===== src/rtl/fire_alert_fusion.sv =====
// k-of-N fire alert fusion: 2-flop sync + per-channel debounce, vote, confirm/hold FSM.
// Alert rises 3+DEBOUNCE+CONFIRM edges after a stable input; no backpressure. Option: FIRE_ALERT_STICKY_EN.
module fire_alert_fusion #(
   parameter int NUM_CH          = 4,
   parameter int VOTE_THRESH     = 2,
   parameter int DEBOUNCE_CYCLES = 50000,
   parameter int CONFIRM_CYCLES  = 100000,
   parameter int HOLD_CYCLES     = 500000,
   parameter int CNT_W           = 8
) (
   input  logic              clk,
   input  logic              reset,
   input  logic [NUM_CH-1:0] flag_in,
   input  logic [NUM_CH-1:0] ch_enable,
   input  logic              ack,
   output logic              alert_out,
   output logic [NUM_CH-1:0] ch_valid,
   output logic [1:0]        alert_state,
   output logic [CNT_W-1:0]  alert_count
);

   localparam int DB_W = (DEBOUNCE_CYCLES > 1) ? $clog2(DEBOUNCE_CYCLES) : 1;
   localparam int TMAX = (CONFIRM_CYCLES > HOLD_CYCLES) ? CONFIRM_CYCLES : HOLD_CYCLES;
   localparam int TM_W = (TMAX > 1) ? $clog2(TMAX) : 1;
   localparam int VW   = $clog2(NUM_CH + 1);

   localparam logic [DB_W-1:0] DB_LAST   = DB_W'(DEBOUNCE_CYCLES - 1);
   localparam logic [TM_W-1:0] CONF_LAST = TM_W'(CONFIRM_CYCLES - 1);
   localparam logic [TM_W-1:0] HOLD_LAST = TM_W'(HOLD_CYCLES - 1);
   localparam logic [VW-1:0]   THRESH    = VW'(VOTE_THRESH);

   typedef enum logic [1:0] {
      IDLE  = 2'd0,
      ARM   = 2'd1,
      ALERT = 2'd2
   } state_t;

   logic [NUM_CH-1:0] s1_q, s2_q;
   logic [NUM_CH-1:0] valid_q, valid_d;
   logic [DB_W-1:0]   db_cnt_q [NUM_CH];
   logic [DB_W-1:0]   db_cnt_d [NUM_CH];

   state_t            state_q, state_d;
   logic [TM_W-1:0]   timer_q, timer_d;
   logic              alert_q, alert_d;
   logic [CNT_W-1:0]  count_q, count_d;

   logic [NUM_CH-1:0] masked;
   logic [VW-1:0]     vote;
   logic              vote_met;

   // Counter only runs while the synchronised input disagrees with the debounced value.
   always_comb begin
      valid_d = valid_q;
      for (int i = 0; i < NUM_CH; i++) begin
         db_cnt_d[i] = '0;
         if (s2_q[i] != valid_q[i]) begin
            if (db_cnt_q[i] == DB_LAST) begin
               valid_d[i] = ~valid_q[i];
            end else begin
               db_cnt_d[i] = db_cnt_q[i] + 1'b1;
            end
         end
      end
   end

   always_comb begin
      masked = valid_q & ch_enable;
      vote   = '0;
      for (int i = 0; i < NUM_CH; i++) begin
         vote = vote + VW'(masked[i]);
      end
      vote_met = (vote >= THRESH);
   end

   always_comb begin
      state_d = state_q;
      timer_d = timer_q;
      alert_d = alert_q;
      count_d = count_q;
      case (state_q)
         IDLE: begin
            if (vote_met) begin
               state_d = ARM;
               timer_d = '0;
            end
         end
         ARM: begin
            if (!vote_met) begin
               state_d = IDLE;
            end else if (timer_q == CONF_LAST) begin
               state_d = ALERT;
               alert_d = 1'b1;
               timer_d = '0;
               if (count_q != '1) begin
                  count_d = count_q + 1'b1;
               end
            end else begin
               timer_d = timer_q + 1'b1;
            end
         end
         ALERT: begin
            if (vote_met) begin
               timer_d = '0;
            end else if (timer_q == HOLD_LAST) begin
`ifdef FIRE_ALERT_STICKY_EN
               // Timer parks at HOLD_LAST; only an operator ack releases the alert.
               if (ack) begin
                  state_d = IDLE;
                  alert_d = 1'b0;
               end
`else
               state_d = IDLE;
               alert_d = 1'b0;
`endif
            end else begin
               timer_d = timer_q + 1'b1;
            end
         end
         default: begin
            state_d = IDLE;
            alert_d = 1'b0;
         end
      endcase
   end

`ifndef FIRE_ALERT_STICKY_EN
   logic unused_ack;
   assign unused_ack = ack;
`endif

   always_ff @(posedge clk) begin
      if (reset) begin
         s1_q    <= '0;
         s2_q    <= '0;
         valid_q <= '0;
         for (int i = 0; i < NUM_CH; i++) begin
            db_cnt_q[i] <= '0;
         end
         state_q <= IDLE;
         timer_q <= '0;
         alert_q <= 1'b0;
         count_q <= '0;
      end else begin
         s1_q    <= flag_in;
         s2_q    <= s1_q;
         valid_q <= valid_d;
         for (int i = 0; i < NUM_CH; i++) begin
            db_cnt_q[i] <= db_cnt_d[i];
         end
         state_q <= state_d;
         timer_q <= timer_d;
         alert_q <= alert_d;
         count_q <= count_d;
      end
   end

   assign alert_out   = alert_q;
   assign ch_valid    = valid_q;
   assign alert_state = state_q;
   assign alert_count = count_q;

endmodule


===== config.mk =====
export PLATFORM = sky130hd
export DESIGN_NAME = fire_alert_fusion
export DESIGN_NICKNAME = d
export VERILOG_FILES = /design/src/rtl/fire_alert_fusion.sv
export SDC_FILE = /design/constraint.sdc
export NUM_CORES = 1
export LEC_CHECK = 0
export BUFFER_PORTS_ARGS = -buffer_cell sky130_fd_sc_hd__buf_2
export CORE_ASPECT_RATIO = 1.75
export CORE_MARGIN = 2
export CORE_UTILIZATION = 28
export CTS_BUF_LIST = sky130_fd_sc_hd__clkbuf_8
export DETAILED_ROUTE_END_ITERATION = 8
export GPL_TIMING_DRIVEN = 0
export PLACE_DENSITY = 0.4
export SETUP_SLACK_MARGIN = 0.2
export SYNTH_ARGS = -nofsm -noshare
export SYNTH_HDL_FRONTEND = slang
export SYNTH_SLANG_ARGS = --single-unit

===== constraint.sdc =====
create_clock -name clk -period 4 [get_ports clk]
set_input_delay 0.8 -clock clk [delete_from_list [all_inputs] [get_ports clk]]
set_output_delay 0.8 -clock clk [all_outputs]
set_load 0.05 [all_outputs]

# After elaboration in Yosys (flattened, before gate mapping)

Memory sizes are Yosys's and may differ from the RTL's.
Cells that the tools add are included.

Memories: 1
Logic and storage cells: 93
Bits of input ports: 11
Bits in writable memories: 64
Output and inout port bits: 15
Flip-flop bits (word level): 42

Memories:

| name     | words | width | rd ports | clocked after Yosys merged registers in | write ports | line | RTL |
|---|---|---|---|---|---|---|---|
| db_cnt_q | 4     | 16    | 4        | 0                                       | 4           | 40   | `logic [DB_W-1:0] db_cnt_q [NUM_CH];` |

Muxes and demuxes: 32
$add $sub $neg: 9
Order comparisons: 1
Equal/unequal tests: 20
Bitwise operators: 10
Reduce and logical (&&, ||, !) cells: 10

Operator list:

| operator                | count |
|---|---|
| $mux W16                | 12 |
| $mux W19                | 5 |
| $add A16 B1 Y16 const B | 4 |
| $eq A16 B16 Y1 const B  | 4 |
| $pmux W19 S3            | 1 |
| $add A19 B1 Y19 const B | 1 |
| $eq A19 B17 Y1 const B  | 1 |
| $eq A19 B19 Y1 const B  | 1 |
| $reduce_and A4 Y1       | 3 |
| $mux W2                 | 5 |
| $ne A2 B2 Y1 const B    | 5 |
| $add A8 B1 Y8 const B   | 1 |
| $ne A8 B8 Y1 const B    | 1 |
| $reduce_and A2 Y1       | 4 |
| $mux W1                 | 7 |
| $ne A3 B3 Y1 const B    | 2 |
| $pmux W2 S3             | 1 |
| $not A1 Y1              | 5 |
| $reduce_and A5 Y1       | 1 |
| $and A4 B4 Y4           | 1 |
| $ne A1 B1 Y1            | 4 |
| $or A1 B1 Y1            | 4 |
| $add A2 B1 Y3           | 1 |
| $add A3 B1 Y3           | 1 |
| other kinds (7)         | 7 |

# Depth between registers and ports, before layout

Gate-level depths: netlist of the first run.

Depth after elaboration: 7
Depth in mapped cells: 8
Depth with buffers taken out: 7

# Least setup slack after synthesis of the first run

No wires, ideal clock.

Path type: input-to-reg
Start point: input port ch_enable[0]
End point: register timer_q[17]
Path slack: 754 ps
Stages on the path: 8
Setup time: 138 ps
Required time: 3,862 ps
Arrival: 3,108 ps
Path buffers: 1
Cell sequence: and2_1 > fa_1 > a31oi_1 > nand2_1 > o31ai_1 > nand2b_1 > clkbuf_1 > o32ai_1

Word-level cells in the longest chain between the ends: 7
Elaborated cells on any way between the ends: 11
Classes of those cells: add/sub: 3; order compare: 1; eq/ne: 3; mux: 2; bitwise: 1; reduce/logical: 1

RTL lines:

| element                                                     | line | RTL |
|---|---|---|
| start: declaration                                          | 14   | `input logic [NUM_CH-1:0] ch_enable,` |
| $and A4 B4 Y4 *                                             | 68   | `masked = valid_q & ch_enable;` |
| $add A1 B1 Y2 *                                             | 71   | `vote = vote + VW'(masked[i]);` |
| $add A2 B1 Y3 *                                             | 71   |  |
| $add A3 B1 Y3 *                                             | 71   |  |
| $ge A3 B2 Y1 *                                              | 73   | `vote_met = (vote >= THRESH);` |
| $ne A3 B3 Y1 (no line), or another cell as far along        | --   |  |
| $reduce_and A4 Y1 (no line) or $pmux W19 S3 (tied branches) | --   |  |
| end signal: assignment                                      | 152  | `timer_q <= timer_d;` |
| end: declaration                                            | 44   | `logic [TM_W-1:0] timer_q, timer_d;` |

Mark *: on every way between the ends. The rest lies on a longest branch, timed or not.
A chain may end at the register's enable or synchronous reset.

# Worst setup path in the final report of the first run

Same ends and word-level chain as after synthesis.

==> impl_metrics.csv, run 1 <==
group,metric,value,unit
hold_path,hold_path_class,"flop to flop",
timing,tightest_slew,0.719,ns
floorplanning,fp.dieW,105,um
routing,ant_nets,0,
clock_network,clk_path_buf_depth,2,
final_layout,finalCoreUtilization,31.9,%
clock_network,root_buffer,"clkbuf_8",
clock_network,cts_made_buffers,9,
hold_path,whs_endpoint,"db_cnt_q[2][0]",
placement,io_buffers,23,
floorplanning,dieHeight,181,um
placement,dpl.hpwl,9560,um
synth,synthArstFlopShare,0,%
routing,viasPerCell,4.93,
critical_path,cp_max_fo,10,
placement,pre_cts_ws,-0.266,ns
timing,setup-tns-final,0,ns
timing,fmax,0.278,GHz
final_layout,drive_above_1_share,9.06,%
critical_path,reg2reg_from,"ch_valid[3]",
pwr,pwr_density_cell,310,nW/um2
final_layout,antenna_cells,0,
critical_path,regToRegSetupSlack,0.48,ns
clock_network,cts.sinks,106,
critical_path,path_cells,"buf_2, and2_1, fa_1, a31oi_1, nand2_1, o31ai_2, nand2b_1, clkbuf_1, o32ai_1",
status,outcome,"completed",
synth,ys.warnings.count,0,
floorplanning,dieArea,19000,um2
job,cap_viol_max_count,0,
synth,synthTopCellsByArea,"dfxtp_1 42%, nor2_1 6.9%, xnor2_1 5.8%",
clock_network,cts_tree,"built",
floorplanning,num_io_pins,26,
pwr,fin_total_pwr,0.00173,W
critical_path,crit_family,"compound AO/OA/AOI/OAI gates",
clock_network,post-cts-setup-buffer-count,0,
critical_path,endpoint_kind,"flop",
routing,drt_iter0_drc,184,
critical_path,cp.arrival,3.83,ns
synth,ys_seq_area_share,42.4,%
critical_path,path_buf_inv,2,
clock_network,insertion_delay,0.37,ns
critical_path,startpoint_type,"input pin",
synth,syn_area,5000,um2
timing,skew,0.00984,ns
synth,synth_top_cell_area_share,42.4,%
synth,ys_ff_latch,106,
pwr,leakage,1.75,nW
critical_path,cp_data_required_time,4.24,ns
floorplanning,coreArea,17500,um2
final_layout,nets,646,
hold_path,min_from,"db_cnt_q[2][0]",
critical_path,max_stage_delay,0.63,ns
floorplanning,start_util,28.5,%
routing,drc,0,
critical_path,rr_endpoint,"timer_q[17]",
placement,place.gp.congestion,0.861,
pwr,ir_worst_vdd,138,uV
timing,fin_crit,3.60,ns
grt,grt_start_max_net_pins,17,
hold_path,hold_depth,1,
grt,track_usage,13.9,%
timing,fin_crit_sh,89.9,%
synth,synth_cell_type_count,47,
synth,yosys.cell_count.top_type,"dfxtp_1",
critical_path,r2r_cells,8,
synth,syn-instance-count,590,
grt,grt_pass1_vias,4231,
grt,grt_pass1_wl,21200,um
synth,syn_nets,612,
critical_path,path_class,"input pin to flop",
routing,drt-total-wl,12900,um
grt,grt_overflow,0,
timing,rsz0062_at_grt,"no",
clock_network,clk_pin_slew,0.10,ns
clock_network,cts_max_level,3,
floorplanning,placementRows,64,
synth,synth-edff-count,0,
critical_path,cpMaxStageDelayCell,"o31ai_2",
timing,setup_viol,0,
synth,synth_top_area_cell,"dfxtp_1",
routing,vias,4236,
final_layout,syn_to_final_growth,11.8,%
routing,routedWlPerCell,15.0,um
timing,hold_violations,0,
timing,maxSlewViolCount,0,
synth,avgSynthCellArea,8.48,um2
synth,ys.flop_type,"dfxtp_1",
synth,synth_top_cells_by_count,"106 x dfxtp_1, 92 x nor2_1, 39 x nand3_1",
routing,dr.pass1.iters,4,
timing,finalWorstSetupSlack,0.404,ns
timing,slew_headroom,51.8,%
grt,grt_antenna_before_repair,0,
[layer usage]
metal | global-route usage (%) | wire length (um) | vias up
li1 | - | - | 2124
met1 | 15.2 | 5350 | 2004
met2 | 26.4 | 6840 | 81
met3 | 1.88 | 362 | 27
met4 | 5.65 | 347 | 0
met5 | 0 | 0 | -
[area by class of cell]
cell class / count / area [um2]
buffer: 21 / 93.8
inverter: 26 / 97.6
clock buffer: 11 / 151
clock inverter: 5 / 30.0
multi-input combinational: 437 / 2700
sequential: 106 / 2120
fill: 1860 / 11900
timing repair buffer: 23 / 115
tap: 231 / 289
[how the worst max path moves through the flow]
stage / endpoint / depth (start not counted) / start / slack [ns]
floorplan: timer_q[17] / 8 / ch_enable[0] / 0.75
global placement: timer_q[17] / 9 / ch_enable[0] / -0.27
detailed placement: timer_q[17] / 9 / ch_enable[0] / -0.27
CTS: timer_q[17] / 9 / ch_enable[0] / 0.43
global route: timer_q[7] / 9 / ch_enable[0] / 0.25
finish: timer_q[17] / 9 / ch_enable[0] / 0.40
[repair_timing]
action | 4_1_cts | 5_1_grt
gates resized for setup | 1 | 0
hold endpoints to repair | 0 | 0
hold buffers | 0 | 0
endpoints found under the setup margin | 10 | 0
[cells in the final DEF (no fill, tap or decap), types with 3 or more instances in the layout]
cell | netlist | layout
nand4b_1 | 6 | 6
nor2b_1 | 8 | 8
ha_1 | 10 | 10
a21oi_1 | 32 | 32
o32ai_1 | 17 | 17
nor4b_1 | 3 | 3
nand3_1 | 39 | 39
clkbuf_1 | 19 | 19
nor4_1 | 4 | 4
nor3_1 | 15 | 15
or2_2 | 4 | 4
xor2_1 | 25 | 25
dfxtp_1 | 106 | 106
o21ai_0 | 7 | 7
clkbuf_8 | 0 | 11
and3_1 | 11 | 11
o31ai_1 | 6 | 5
nand2_1 | 35 | 35
and2_1 | 5 | 5
mux2i_1 | 5 | 5
nand4_1 | 19 | 19
and4_1 | 3 | 3
inv_1 | 26 | 28
nor2_1 | 92 | 92
or4_1 | 8 | 8
or3_1 | 17 | 17
nand2b_1 | 9 | 9
xnor2_1 | 33 | 33
buf_2 | 0 | 23
[metrics by stage]
step / instances / hold slack, ns / area, um2
after global routing: 860 / 0.447 / 5600
after CTS: 860 / 0.448 / 5600
after global placement: 844 / 0.427 / 5410
after floorplan: 590 / 0.413 / 5000
after detailed placement: 844 / 0.438 / 5410
final: 860 / 0.451 / 5600
[worst reg2reg max path, cell delays in order, from the launching register on]
cell and delay, ns:
dfxtp_1 0.44, and2_1 0.26, fa_1 0.44, a31oi_1 0.58, nand2_1 0.19, o31ai_2 0.63
nand2b_1 0.24, clkbuf_1 0.45, o32ai_1 0.18
[logic make-up after synthesis]
family	count (synthesis)	share of synthesized area, %
AOI/OAI and AO/OA	69	8.85
adders and majority gates	11	2.90
DFF	106	42.4
muxes	5	1.00
buffers and inverters	47	3.82
xor gates and xnor gates	58	10.2
and+or+nand+nor	294	30.9
[sequential cells by signal (all words and copies together) (netlist names)]
signal	cells
db_cnt_q	64
timer_q	19
alert_count	8
ch_valid	4
s1_q	4
s2_q	4
alert_state	2
alert_out	1
[report_power, final]
group          total [W]  switching (W)  internal [W]
logic          0.0000328      0.0000226     0.0000102
registers        0.00106     0.00000287       0.00106
clock network   0.000639       0.000379      0.000260
total            0.00173       0.000404       0.00133
No activity file was read; power rests on OpenSTA's default activity.
==> run 2: changes to the inputs <==
CORE_MARGIN = unset   (was 2)
CORE_UTILIZATION = 41   (was 28)
PLACE_DENSITY = 0.54   (was 0.4)
==> impl_metrics.csv, run 2 (synthesis gave the netlist of run 1 again) <==
group,metric,value,unit
status,outcome,"completed",
grt,track_usage,19.2,%
grt,grt_pass1_vias,4214,
timing,holdWs,0.448,ns
critical_path,path_class,"input pin to flop",
critical_path,regToRegSetupSlack,0.56,ns
clock_network,cts.sinks,106,
timing,hold_violations,0,
routing,drc,0,
critical_path,startpoint_type,"input pin",
floorplanning,fp.dieW,85.5,um
timing,fin_crit_sh,87.9,%
critical_path,cp_max_fo,10,
critical_path,max_stage_delay,0.60,ns
final_layout,layout_commonest_cell,"dfxtp_1",
placement,place.gp.congestion,0.853,
timing,skew,0.00980,ns
final_layout,antenna_cells,0,
floorplanning,placementRows,53,
critical_path,path_cells,"buf_2, and2_1, fa_1, a31oi_1, nand2_1, o31ai_4, nand2b_1, clkbuf_1, o32ai_1",
job,cap_viol_max_count,0,
placement,dp_cells,750,
routing,ant_nets,0,
clock_network,clk_path_buf_depth,2,
routing,vias,4241,
grt,grt_start_max_net_pins,17,
final_layout,nets,646,
critical_path,reg2reg_from,"ch_valid[1]",
final_layout,drive_above_1_share,9.22,%
pwr,leakage,1.77,nW
pwr,pwr_density_cell,333,nW/um2
hold_path,whs_endpoint,"db_cnt_q[2][0]",
clock_network,insertion_delay,0.37,ns
critical_path,cp_data_required_time,4.23,ns
floorplanning,dieHeight,148,um
clock_network,cts_max_level,3,
timing,setup_viol,0,
clock_network,cts_tree,"built",
hold_path,hold_path_class,"flop to flop",
floorplanning,start_util,41.9,%
placement,placed_area,5290,um2
routing,routedWlPerCell,14.7,um
placement,io_buffers,23,
timing,maxSlewViolCount,0,
timing,rsz0062_at_grt,"no",
grt,grt_pass1_wl,19400,um
timing,fin_crit,3.52,ns
critical_path,r2r_cells,8,
final_layout,design_area,5530,um2
critical_path,cp.arrival,3.74,ns
pwr,fin_total_pwr,0.00184,W
placement,dpl.hpwl,8280,um
final_layout,largest_register_ffs,64,
hold_path,min_from,"db_cnt_q[2][0]",
critical_path,rr_endpoint,"timer_q[17]",
routing,dr.pass1.iters,4,
grt,met2_usage,35.3,%
timing,tightest_slew,0.749,ns
hold_path,hold_depth,1,
grt,globalRouteMet3Util,3.16,%
clock_network,post-cts-setup-buffer-count,0,
critical_path,endpoint_kind,"flop",
clock_network,root_buffer,"clkbuf_8",
routing,drt_iter0_drc,149,
pwr,ir_worst_vdd,125,uV
critical_path,cpMaxStageDelayCell,"a31oi_1",
final_layout,most-common-layout-cells,"106 x dfxtp_1, 92 x nor2_1, 39 x nand3_1",
grt,busiest_layer,"met2",
final_layout,finalCoreUtilization,46.4,%
floorplanning,num_io_pins,26,
routing,viasPerCell,5.54,
final_layout,instances_no_fill,766,
floorplanning,dieArea,12700,um2
critical_path,crit_start,"ch_enable[0]",
clock_network,hold_buffers,0,
floorplanning,coreArea,11900,um2
timing,slew_headroom,49.8,%
final_layout,syn_to_final_growth,10.6,%
final_layout,regMostFlops,"db_cnt_q",
clock_network,clk_pin_slew,0.10,ns
timing,fmax,0.284,GHz
clock_network,cts_made_buffers,9,
routing,drt-total-wl,11300,um
grt,use_met1,21.4,%
grt,grt_overflow,0,
grt,grt_antenna_before_repair,0,
-- run 2: cell types whose count changed in the layout (fill, tap and decap cells not counted) --
cell	previous run	this run
bufinv_16	0	2
inv_1	28	27
inv_6	1	0
o31ai_2	1	0
o31ai_4	0	1
-- run 2: power by group --
part           total (W)  leakage (nW)  internal, W  switching (W)
logic          0.0000309         0.797    0.0000101      0.0000208
registers        0.00106         0.855      0.00106     0.00000265
clock network   0.000750         0.121     0.000385       0.000365
total            0.00184          1.77      0.00145       0.000389
-- run 2: layout make-up --
cell class              instances  area (um2)
fillers                      1217        6400
multi-input cells             437        2710
flip-flops and latches        106        2120
well taps                     137         171
clock buffers                  11         151
repair buffers                 23         115
inverters                      26        97.6
plain buffers                  21        93.8
clock inverters                 5        77.6
-- run 2: per-layer routing --
layer | vias up | wire (um)
met3 | 18 | 327
li1 | 2128 | -
met4 | 0 | 224
met5 | - | 0
met1 | 2024 | 4770
met2 | 71 | 5970
-- run 2: timing repair --
action                                  4_1_cts  5_1_grt
endpoints found under the setup margin       10        1
endpoints found under the hold margin         0        0
pin swaps                                     0        0
gates resized for setup                       1        1
-- run 2: stage by stage --
stage,setup TNS (ns),worst slack [ns]
after floorplan,0,0.754
after global placement,-3.68,-0.337
after detailed placement,-3.80,-0.363
after CTS,0,0.354
after global routing,0,0.281
final,0,0.484
-- run 2: how the worst max path moves through the flow --
stage,to
after detailed placement,timer_q[17]
after floorplan,timer_q[17]
final,timer_q[17]
after CTS,timer_q[17]
after global placement,timer_q[17]
after global routing,timer_q[17]
-- run 2: worst max-delay path, delay by kind of cell --
| family | cells | cell delay, ns |
|---|---|---|
| fa+ha+maj | 1 | 0.48 |
| compound gates | 3 | 1.31 |
| simple gates | 3 | 0.62 |
| buf+inv | 2 | 0.53 |
==> run 3: changes to the inputs <==
ABC_AREA = 1   (was unset)
CELL_PAD_IN_SITES_DETAIL_PLACEMENT = 1   (was unset)
CELL_PAD_IN_SITES_GLOBAL_PLACEMENT = 1   (was unset)
PLACE_DENSITY = 0.71   (was 0.54)
SETUP_SLACK_MARGIN = unset   (was 0.2)
==> impl_metrics.csv, run 3 <==
group,metric,value,unit
grt,grt_start_max_net_pins,20,
floorplanning,num_io_pins,26,
synth,synth_cell_type_count,31,
final_layout,drive_above_1_share,9.54,%
synth,synth-edff-count,0,
floorplanning,coreArea,12600,um2
placement,io_buffers,24,
placement,placed_area,5680,um2
routing,ant_nets,0,
routing,viasPerCell,5.07,
clock_network,post-cts-setup-buffer-count,0,
job,cap_viol_max_count,0,
timing,setup-tns-final,0,ns
synth,synthArstFlopShare,0,%
status,outcome,"completed",
clock_network,root_buffer,"clkbuf_8",
synth,syn-instance-count,788,
clock_network,cts-resized-gates,0,
routing,drt-total-wl,13800,um
clock_network,clk_path_buf_depth,2,
routing,vias,5053,
critical_path,path_class,"input pin to flop",
final_layout,regMostFlops,"db_cnt_q",
timing,tightest_slew,0.568,ns
synth,synthTopCellsByArea,"dfxtp_1 40%, nand2_1 12%, nor2_1 9.3%",
final_layout,most-common-layout-cells,"176 x nand2_1, 132 x nor2_1, 106 x dfxtp_1",
placement,dpl.hpwl,11000,um
synth,synth_top_cell_area_share,39.6,%
placement,place.gp.congestion,0.880,
grt,track_usage,21.4,%
final_layout,layout_commonest_cell,"nand2_1",
synth,synthAdderAreaFrac,2.71,%
timing,fmax,0.397,GHz
critical_path,cp.arrival,2.83,ns
clock_network,cts_tree,"built",
final_layout,antenna_cells,0,
grt,globalRouteMet3Util,3.78,%
timing,hold_violations,0,
synth,syn_area,5350,um2
floorplanning,placementRows,54,
grt,busiest_layer,"met2",
timing,slew_headroom,62.2,%
critical_path,cp_data_required_time,4.31,ns
clock_network,cts.sinks,106,
synth,avgSynthCellArea,6.79,um2
synth,ys.flop_type,"dfxtp_1",
grt,met2_usage,41.8,%
synth,synth_top_area_cell,"dfxtp_1",
final_layout,nets,845,
final_layout,design_area,5870,um2
clock_network,cts_max_level,3,
synth,synth_xor_area_share,2.62,%
critical_path,endpoint_kind,"flop",
floorplanning,dieArea,13500,um2
grt,grt_pass1_wl,22900,um
timing,maxSlewViolCount,0,
routing,drt_iter0_drc,119,
timing,fin_crit_sh,62.9,%
synth,synth_mux_area_share,0,%
timing,setup_viol,0,
grt,grt_overflow,0,
critical_path,startpoint_type,"input pin",
timing,rsz0062_at_grt,"no",
pwr,ir_worst_vdd,161,uV
synth,ys_ff_latch,106,
clock_network,insertion_delay,0.39,ns
synth,synth_top_family_by_area,"simple AND/OR/NAND/NOR gates",
grt,grt_pass1_vias,5167,
synth,synth-simple-area-share,38.6,%
clock_network,hold_buffers,0,
synth,synth-compound-area-share,7.50,%
clock_network,cts_made_buffers,9,
pwr,leakage,2.06,nW
timing,fin_crit,2.52,ns
final_layout,syn_to_final_growth,9.72,%
routing,dr.pass1.iters,4,
hold_path,hold_path_class,"flop to flop",
grt,use_met1,22.1,%
floorplanning,dieHeight,153,um
synth,syn_nets,810,
critical_path,cp_max_fo,10,
synth,synth_top_cells_by_count,"176 x nand2_1, 132 x nor2_1, 106 x dfxtp_1",
floorplanning,fp.dieW,88.4,um
synth,ys.warnings.count,0,
synth,ys_seq_area_share,39.6,%
routing,routedWlPerCell,13.8,um
timing,skew,0.0163,ns
final_layout,largest_register_ffs,64,
pwr,pwr_density_cell,296,nW/um2
synth,yosys.cell_count.top_type,"nand2_1",
grt,grt_antenna_before_repair,0,
routing,drc,0,
clock_network,clk_pin_slew,0.10,ns
floorplanning,start_util,42.6,%
## run 3: changes by cell type in the layout (fill, tap and decap cells not counted), sizes merged, moves of 20 or more
cell / change
nand2: +146
inv: +79
nor2: +48
nand3: +32
xnor2: -27
or3: -20
## run 3: where the power goes
group | internal (W) | total [W] | switching (W)
combinational | 0.0000101 | 0.0000312 | 0.0000211
clock | 0.000238 | 0.000647 | 0.000409
sequential | 0.00106 | 0.00106 | 0.00000244
total | 0.00131 | 0.00174 | 0.000432
## run 3: metal layers
layer | up-vias | part of all wire, %
met4 | 0 | 1.4
met5 | - | 0
met2 | 49 | 56
met3 | 17 | 2.5
li1 | 2587 | -
met1 | 2400 | 40
## run 3: path summary, 6_finish.rpt
kind                                    from     endpoint  slack, ns  cells past startpoint
worst max-delay path            ch_enable[0]  timer_q[17]       1.48                     14
worst max register to register   ch_valid[0]  timer_q[17]       1.63                     13
worst min-delay path                 s1_q[1]      s2_q[1]       0.41                      2
worst min register to register       s1_q[1]      s2_q[1]       0.41                      2
## run 3: critical path: stages
cell	delay, ns
buf_2	0.10
nand2_1	0.06
inv_1	0.05
fa_1	0.53
nand3_1	0.09
nand2_2	0.13
inv_2	0.07
nand2_1	0.10
nand3_1	0.09
nor2_1	0.20
buf_6	0.18
buf_6	0.16
nand3_1	0.11
a21oi_1	0.14
## run 3: cell type report
class | count | area, um2
Multi-Input combinational cell | 564 | 2750
Tap cell | 168 | 210
Clock inverter | 7 | 66.3
Sequential cell | 106 | 2120
Buffer | 13 | 85.1
Fill cell | 1715 | 6690
Inverter | 105 | 394
Timing Repair Buffer | 24 | 120
Clock buffer | 9 | 124
## run 3: through the flow
| stage | power [W] | setup WS, ns | hold slack, ns | cells | utilization (%) |
|---|---|---|---|---|---|
| finish | 0.00174 | 1.48 | 0.411 | 996 | 46.7 |
| global route | 0.00181 | 1.33 | 0.439 | 996 | 46.7 |
| CTS | 0.00177 | 1.49 | 0.418 | 996 | 46.7 |
| detailed placement | 0.00112 | 1.10 | 0.403 | 980 | 45.2 |
| global placement | 0.00112 | 1.17 | 0.394 | 980 | 45.2 |
| floorplan | 0.00110 | 1.48 | 0.388 | 788 | - |
## run 3: cell families after synthesis
| logic type | count (synthesis) |
|---|---|
| AND/OR/NAND/NOR | 461 |
| buffers and inverters | 118 |
| flip-flops | 106 |
| AO/OA/AOI/OAI | 76 |
| XOR/XNOR | 16 |
| adder cells (fa/ha/maj) | 11 |
